$ cat src/rtl/mem_bist_controller.sv
// ============================================================================
// mem_bist_controller: two-pass write/read-compare march BIST for a
// single-port synchronous RAM with registered read output.
// Revision: 1.0
// ============================================================================
`default_nettype none

module mem_bist_controller #(
   parameter int ADD_WIDTH  = 6,
   parameter int DATA_WIDTH = 4,
   parameter int DEPTH      = 64,
   parameter int ERR_WIDTH  = 8
) (
   input  logic                  clk,
   input  logic                  rst,
   input  logic                  start,
   output logic                  mem_read,
   output logic                  mem_wr,
   output logic [ADD_WIDTH-1:0]  mem_address,
   output logic [DATA_WIDTH-1:0] mem_data_write,
   input  logic [DATA_WIDTH-1:0] mem_out,
   output logic                  busy,
   output logic                  done,
   output logic                  pass,
   output logic [ERR_WIDTH-1:0]  err_count,
   output logic [ADD_WIDTH-1:0]  fail_addr
);

   localparam logic [2:0] S_IDLE = 3'd0;
   localparam logic [2:0] S_W0   = 3'd1;
   localparam logic [2:0] S_R0   = 3'd2;
   localparam logic [2:0] S_D0   = 3'd3;
   localparam logic [2:0] S_W1   = 3'd4;
   localparam logic [2:0] S_R1   = 3'd5;
   localparam logic [2:0] S_D1   = 3'd6;
   localparam logic [2:0] S_DONE = 3'd7;

   localparam logic [ADD_WIDTH-1:0] LAST_ADDR = ADD_WIDTH'(DEPTH - 1);
   localparam logic [ERR_WIDTH-1:0] ERR_MAX   = '1;

   logic [2:0]                state_q, state_d;
   logic [ADD_WIDTH-1:0]      addr_q, addr_d;
   logic                      cmp_valid_q, cmp_valid_d;
   logic [DATA_WIDTH-1:0]     exp_data_q, exp_data_d;
   logic [ADD_WIDTH-1:0]      exp_addr_q, exp_addr_d;
   logic [ERR_WIDTH-1:0]      err_count_q, err_count_d;
   logic [ADD_WIDTH-1:0]      fail_addr_q, fail_addr_d;
   logic                      first_fail_q, first_fail_d;
   logic                      pass_q, pass_d;

   logic [ADD_WIDTH+DATA_WIDTH-1:0] addr_ext;
   logic [DATA_WIDTH-1:0]           pattern;

   always_comb begin
      state_d        = state_q;
      addr_d         = addr_q;
      cmp_valid_d    = 1'b0;
      exp_data_d     = exp_data_q;
      exp_addr_d     = exp_addr_q;
      err_count_d    = err_count_q;
      fail_addr_d    = fail_addr_q;
      first_fail_d   = first_fail_q;
      pass_d         = pass_q;
      mem_read       = 1'b0;
      mem_wr         = 1'b0;
      mem_address    = '0;
      mem_data_write = '0;

      // Zero-extend before slicing so the pattern works for any width ratio.
      addr_ext = {{DATA_WIDTH{1'b0}}, addr_q};
      pattern  = addr_ext[DATA_WIDTH-1:0];
      if (state_q == S_W1 || state_q == S_R1) begin
         pattern = ~pattern;
      end

      if (cmp_valid_q && (mem_out != exp_data_q)) begin
         if (err_count_q != ERR_MAX) begin
            err_count_d = err_count_q + 1'b1;
         end
         if (!first_fail_q) begin
            fail_addr_d = exp_addr_q;
         end
         first_fail_d = 1'b1;
      end

      case (state_q)
         S_IDLE, S_DONE: begin
            if (start) begin
               state_d      = S_W0;
               addr_d       = '0;
               err_count_d  = '0;
               fail_addr_d  = '0;
               first_fail_d = 1'b0;
               pass_d       = 1'b0;
            end
         end
         S_W0, S_W1: begin
            mem_wr         = 1'b1;
            mem_address    = addr_q;
            mem_data_write = pattern;
            addr_d         = addr_q + 1'b1;
            if (addr_q == LAST_ADDR) begin
               addr_d  = '0;
               state_d = (state_q == S_W0) ? S_R0 : S_R1;
            end
         end
         S_R0, S_R1: begin
            mem_read    = 1'b1;
            mem_address = addr_q;
            cmp_valid_d = 1'b1;
            exp_data_d  = pattern;
            exp_addr_d  = addr_q;
            addr_d      = addr_q + 1'b1;
            if (addr_q == LAST_ADDR) begin
               addr_d  = '0;
               state_d = (state_q == S_R0) ? S_D0 : S_D1;
            end
         end
         S_D0: state_d = S_W1;
         S_D1: begin
            state_d = S_DONE;
            // Include the final compare landing in this drain cycle.
            pass_d  = (err_count_d == '0);
         end
         default: state_d = S_IDLE;
      endcase
   end

   always_ff @(posedge clk) begin
      if (rst) begin
         state_q      <= S_IDLE;
         addr_q       <= '0;
         cmp_valid_q  <= 1'b0;
         exp_data_q   <= '0;
         exp_addr_q   <= '0;
         err_count_q  <= '0;
         fail_addr_q  <= '0;
         first_fail_q <= 1'b0;
         pass_q       <= 1'b0;
      end else begin
         state_q      <= state_d;
         addr_q       <= addr_d;
         cmp_valid_q  <= cmp_valid_d;
         exp_data_q   <= exp_data_d;
         exp_addr_q   <= exp_addr_d;
         err_count_q  <= err_count_d;
         fail_addr_q  <= fail_addr_d;
         first_fail_q <= first_fail_d;
         pass_q       <= pass_d;
      end
   end

   assign busy      = (state_q != S_IDLE) && (state_q != S_DONE);
   assign done      = (state_q == S_DONE);
   assign pass      = pass_q;
   assign err_count = err_count_q;
   assign fail_addr = fail_addr_q;

endmodule

`default_nettype wire
$ cat config.mk
export PLATFORM = sky130hd
export DESIGN_NAME = mem_bist_controller
export DESIGN_NICKNAME = d
export VERILOG_FILES = /design/src/rtl/mem_bist_controller.sv
export SDC_FILE = /design/constraint.sdc
export NUM_CORES = 1
export LEC_CHECK = 0
export ABC_CLOCK_PERIOD_IN_PS = 1900
export BUFFER_PORTS_ARGS = -buffer_cell sky130_fd_sc_hd__buf_4
export CAP_MARGIN = 20
export CORE_MARGIN = 2
export CORE_UTILIZATION = 45
export DETAILED_ROUTE_END_ITERATION = 10
export PLACE_DENSITY = 0.69
export SLEW_MARGIN = 10
export SYNTH_ARGS = -nofsm -noshare
export SYNTH_HDL_FRONTEND = slang
export SYNTH_SLANG_ARGS = --single-unit
$ cat constraint.sdc
create_clock -name clk -period 1.9 [get_ports clk]
set_input_delay 0.19 -clock clk [delete_from_list [all_inputs] [get_ports clk]]
set_output_delay 0.19 -clock clk [all_outputs]
set_load 0.05 [all_outputs]
**Yosys cells after proc, flatten, opt, wreduce, memory -nomap -nowiden**

Index checks and enable logic that the tools add are counted.

- Add/sub/neg operators: 2
- Equality and inequality tests: 14
- Mux-type cells: 27
- Bitwise operators: 1
- Reductions and logical operators: 15

Operator list:

| kind | number |
|---|---|
| 6-bit two-way mux | 7 |
| 8-bit two-way mux | 4 |
| 3-bit two-way mux | 5 |
| 3-bit case mux with 5 select lines | 1 |
| 3-bit == test, second input constant | 4 |
| 6-bit case mux with 2 select lines | 1 |
| 8-bit by 1-bit adder with 8-bit output, second input constant | 1 |
| 8-bit zero test | 1 |
| 4-bit two-way mux | 2 |
| 8-bit != test, second input constant | 1 |
| 6-bit by 1-bit adder with 6-bit output, second input constant | 1 |
| 3-bit by 2-bit == test with 1-bit output, second input constant | 2 |
| 6-bit == test, second input constant | 1 |
| 1-bit two-way mux | 6 |
| 2-bit != test, second input constant | 3 |
| 2-bit OR reduction | 3 |
| 4-bit != test | 1 |
| 4-bit inverter | 1 |
| 2-bit AND reduction | 2 |
| 2-bit nonzero test | 2 |
| 4-bit OR reduction | 1 |
| 3-bit by 1-bit == test with 1-bit output, second input constant | 1 |
| 3-bit zero test | 1 |
| 3-bit != test, second input constant | 1 |
| 5 further kinds | 6 |

- Bits in registers: 36
- Word-level logic and storage cells: 68

**Logic depth before layout (Yosys ltp)**

- Depth in word-level cells: 5
- Depth in mapped cells: 8

**Worst setup path after synthesis**

OpenSTA, ideal clock, no wires.

- Path kind: reg-to-reg
- Start point: register state_q[0]
- End point: register state_q[2]
- Data arrival time: 2.601 ns
- Required time: 1.830 ns
- Setup slack: -0.771 ns
- Cell stages (with the launch flop): 9
- Path through: dfxtp_1 inv_1 ha_1 buf_2 mux2i_1 or2_2 o21ai_2 or3b_2 a21oi_1

- Word-level cells in the longest chain between the ends: 4

Ends and longest elaborated chain:

| item | line | text |
|---|---|---|
| start, declared | 41 | `logic [2:0] state_q, state_d;` |
| start signal, assigned | 141 | `state_q <= state_d;` |
| 3-bit by 2-bit == test with 1-bit output, or another cell as far along | 86, 116 |  |
| 3-bit two-way mux, or another cell as far along | 116 | `state_d = (state_q == S_R0) ? S_D0 : S_D1;` |
| 3-bit two-way mux, or another cell as far along | 114 | `if (addr_q == LAST_ADDR) begin` |
| 3-bit case mux with 5 select lines or 3-bit AND reduction (tied branches) | -- |  |

Several ways; a longest one is shown, not always the timed one. The select of a mux whose other input is x is not followed.
A chain may end at the register's enable or synchronous reset.

**Worst setup path in the final report**

- Start point: register state_q[1]
- End point: output port mem_address[4]

- Word-level cells in the longest chain between the ends: 3

Ends and longest elaborated chain:

| item | line | text |
|---|---|---|
| 3-bit == test, or another cell as far along | 86 | `case (state_q)` |
| 4-bit OR reduction (no line) * | -- |  |
| 6-bit two-way mux * | 86 |  |
| end, declared | 19 | `output logic [ADD_WIDTH-1:0] mem_address,` |

Mark *: on every way between the ends. The rest lies on a longest branch, timed or not.

==> results.rst <==
.. list-table::
   :header-rows: 1

   * - Metric
     - Value
   * - Result of the run
     - complete, no violations
   * - First DRT Iteration DRCs
     - 143
   * - TritonCTS Buffers
     - 5
   * - Count of maximum capacitance violations
     - 0
   * - CTS H-tree lvls
     - 2
   * - Initial antenna violation count
     - 0
   * - Switching power total
     - 0.00136 W
   * - Worst reg-to-reg path cell count
     - 8
   * - Total power
     - 0.00332 W
   * - Most common library cell in the layout ignoring fill and taps
     - sky130_fd_sc_hd__buf_4
   * - Sequential cell area
     - 738 um2
   * - Share of total power in sequential cells
     - 26.7%
   * - Achievable frequency
     - 0.531 GHz
   * - Max stage delay cell, worst path
     - sky130_fd_sc_hd__dfxtp_4
   * - Hold Crit Start
     - rst
   * - Library cells used by synthesis
     - 45
   * - Input/output buffers
     - 35
   * - Via count normalized by instance count
     - 5.44
   * - Area of the mapped netlist
     - 1950 um2
   * - Proportion of netlist area held by the largest area contributor
     - 36.9%
   * - Reg-to-Reg Start
     - state_q[0]$_SDFFE_PP0P_
   * - Ports
     - 36
   * - Mean Syn Cell Area
     - 8.38 um2
   * - Arrival time at the worst endpoint
     - 1.69 ns
   * - Leakage Power
     - 1.12 nW
   * - Largest fanout on the critical path
     - 7
   * - Required time at the endpoint of the critical path
     - 1.71 ns
   * - CP Launch Type
     - register
   * - Slew @ Worst Pin
     - 0.363 ns
   * - Cell with the most instances on the worst path
     - sky130_fd_sc_hd__buf_6
   * - Hold crit path type
     - input pin to register
   * - Die W
     - 69.9 um
   * - Portion of the post-synthesis area used by sequential elements
     - 36.9%
   * - Post-place setup slack
     - 0.0870 ns
   * - Total placed cells including tap cells
     - 328
   * - Max VDD drop
     - 0.571 mV
   * - Fill cells
     - 345
   * - Overall die area
     - 4880 um2
   * - Logic gate share of total power
     - 52.7%
   * - Number of sinks driven by the clock tree
     - 36
   * - Final slew viol count
     - 0
   * - Most frequent cells in the layout
     - 60 x sky130_fd_sc_hd__buf_4, 30 x sky130_fd_sc_hd__nor2_1, 26 x sky130_fd_sc_hd__dfxtp_1
   * - Share of post-route cells with drive strength above 1
     - 35.7%
   * - Placer congestion estimate
     - 0.886
   * - Cell area after placement
     - 2440 um2
   * - Post-route setup TNS
     - 0 ns
   * - Synth-to-layout area growth
     - 39.5%
   * - Power density cells
     - 1220 nW/um2
   * - Register-to-register setup slack
     - 0.04 ns
   * - Cell chain of the critical path
     - inv_2 > ha_4 > a211oi_4 > buf_6 > and2b_1 > buf_6
   * - Post-detailed-route DRC marker count
     - 0
   * - # setup viols final
     - 0
   * - Buffer depth of the longest clock path
     - 2
   * - Site row count
     - 23
   * - Total global routing track utilization
     - 20.9%
   * - Hold violation count in the final report
     - 0
   * - Worst hold endpoint
     - state_q[2]$_SDFFE_PP0P_
   * - Largest net degree at the start of global routing
     - 21
   * - Proportion of total power due to net switching
     - 40.9%
   * - Number of detailed-route iterations in the first pass
     - 4
   * - Starting Density
     - 47.8%
   * - Cell type contributing the most total cell area after synthesis
     - sky130_fd_sc_hd__dfxtp_1
   * - Nature of the critical path endpoint
     - output pin
   * - Total Routed Length
     - 5030 um
   * - Skew final
     - 0.00353 ns
   * - Number of cells produced by synthesis
     - 233
   * - Core Footprint
     - 4090 um2
   * - Area of combinational cells with multiple inputs
     - 1280 um2
   * - Count of antenna diodes in the layout
     - 0
   * - Post-route insts no fill
     - 344
   * - Worst setup path category
     - register to output pin
   * - Net count reported at finish
     - 306
   * - Drt wl/cell
     - 14.6 um
   * - Total number of vias
     - 1871
   * - Worst-case headroom to the max-slew limit
     - 75.5%
   * - Syn. warnings
     - 0
   * - DPL Wire Length
     - 3430 um
   * - Internal
     - 0.00196 W
   * - Number of register bits inferred by synthesis
     - 36
   * - Count of antenna-violating nets left after detailed routing
     - 0
   * - Clock latency at the later pin of the worst-skew pair
     - 0.30 ns
   * - Synthesized net count
     - 246
   * - Fraction of power consumed by the clock network
     - 20.6%
   * - Vias in the first global route
     - 1724
   * - Clock slew at reported path FFs
     - 0.07 ns
   * - Most area-consuming cells after synthesis
     - sky130_fd_sc_hd__dfxtp_1 37%, sky130_fd_sc_hd__mux2i_1 6.7%, sky130_fd_sc_hd__nor2_1 6.0%
   * - Longest individual stage delay on the worst path
     - 0.38 ns
   * - Reg-to-reg critical path endpoint
     - addr_q[0]$_SDFFE_PP0P_
   * - First-pass GRT wire length
     - 8220 um
   * - Clock tree from TritonCTS
     - yes
   * - Crit path time final
     - 1.88 ns
   * - Cell area after layout
     - 2720 um2
   * - Congestion Overflow GR
     - 0
   * - Buffer cell driving the clock tree root
     - sky130_fd_sc_hd__clkbuf_8
   * - Unrepaired setup endpoints after global routing
     - true
   * - EDFF count, synth
     - 0
   * - Final worst path period share
     - 99.1%
   * - FFs w/ async S/R, synth
     - 0%
   * - Hold Path Stages
     - 2
   * - Die boundary height
     - 69.9 um
   * - Ys flop type
     - sky130_fd_sc_hd__dfxtp_1
   * - Post-layout worst setup margin
     - 0.0169 ns
-- through the flow --
step	util [%]	hold WS, ns
after floorplan	-	0.432
after global placement	59.7	0.448
after detailed placement	59.7	0.454
after CTS	63.9	0.219
after global routing	66.7	0.227
final	66.7	0.227
-- area by class of cell --
type / count / share of cell area (%)
multi-input cells: 178 / 46.9
well taps: 50 / 2.30
inverters: 7 / 1.06
clock inverters: 3 / 1.56
clock buffers: 5 / 2.53
flip-flops and latches: 36 / 27.1
repair buffers: 65 / 18.6
-- critical path: cells and delay by family (launching register included) --
family / cells / cell delay, ns
simple gates: 1 / 0.19
buf+inv: 3 / 0.38
fa+ha+maj: 1 / 0.18
compound gates: 1 / 0.26
flops: 1 / 0.38
-- power groups by stage --
stage | Clock (W) | Sequential [W] | Combinational, W
after floorplan | 0 | 0.000874 | 0.00101
after global placement | 0 | 0.000873 | 0.00145
after detailed placement | 0 | 0.000876 | 0.00146
after CTS | 0.000694 | 0.000872 | 0.00155
after global routing | 0.000730 | 0.000896 | 0.00187
final | 0.000682 | 0.000887 | 0.00175
-- how the worst max path moves through the flow --
stage                                    to                  startpoint  slack (ns)
CTS                          mem_address[4]     state_q[1]$_SDFFE_PP0P_       -0.03
global placement          pass$_SDFFE_PP0P_  exp_data_q[3]$_SDFFE_PP0N_        0.06
detailed placement        pass$_SDFFE_PP0P_  exp_data_q[0]$_SDFFE_PP0N_        0.09
finish                       mem_address[4]     state_q[1]$_SDFFE_PP0P_        0.02
floorplan           state_q[2]$_SDFFE_PP0P_     state_q[0]$_SDFFE_PP0P_       -0.28
global route                 mem_address[4]     state_q[1]$_SDFFE_PP0P_       -0.04
-- what timing repair did --
| action | in CTS | in global routing |
|---|---|---|
| setup endpoints to repair | 7 | 11 |
| pin swaps | 1 | 8 |
| setup buffers | 3 | 5 |
| hold buffers | 0 | 0 |
| gates resized for setup | 12 | 15 |
-- sequential cells by signal, indices dropped and copies added (netlist names) --
| signal | flops |
|---|---|
| err_count | 8 |
| addr_q | 6 |
| exp_addr_q | 6 |
| fail_addr | 6 |
| exp_data_q | 4 |
| state_q | 3 |
| cmp_valid_q | 1 |
| first_fail_q | 1 |
| pass | 1 |
-- per-layer routing --
metal  part of all wire (%)  up-vias  global-route usage (%)
met5                      0        -                       0
met4                    1.2        0                    6.41
met3                    4.9        7                    6.20
met2                     45       38                    31.5
met1                     49      883                    28.9
li1                       -      943                       -
-- kinds of logic (layout without fill, tap and decap cells) --
group	count (synthesis)	after routing	synth area share [%]
adders and majority gates	6	6	3.84
xor gates and xnor gates	11	11	4.93
buffers and inverters	19	80	4.04
muxes	14	14	7.24
and+or+nand+nor	102	102	26.0
AOI/OAI and AO/OA	45	45	17.0
DFF	36	36	36.9
-- cells in the mapped netlist, types with 5 or more instances --
library cell and n:
sky130_fd_sc_hd__a211oi_1 8, sky130_fd_sc_hd__a21oi_1 14, sky130_fd_sc_hd__clkbuf_1 7, sky130_fd_sc_hd__dfxtp_1 36
sky130_fd_sc_hd__ha_1 6, sky130_fd_sc_hd__inv_1 7, sky130_fd_sc_hd__mux2i_1 13, sky130_fd_sc_hd__nand2_1 24
sky130_fd_sc_hd__nand3_1 5, sky130_fd_sc_hd__nand4_1 5, sky130_fd_sc_hd__nor2_1 31, sky130_fd_sc_hd__nor2b_1 12
sky130_fd_sc_hd__o21ai_0 5, sky130_fd_sc_hd__xor2_1 7
Note: power is estimated with default switching activity, not from simulation.
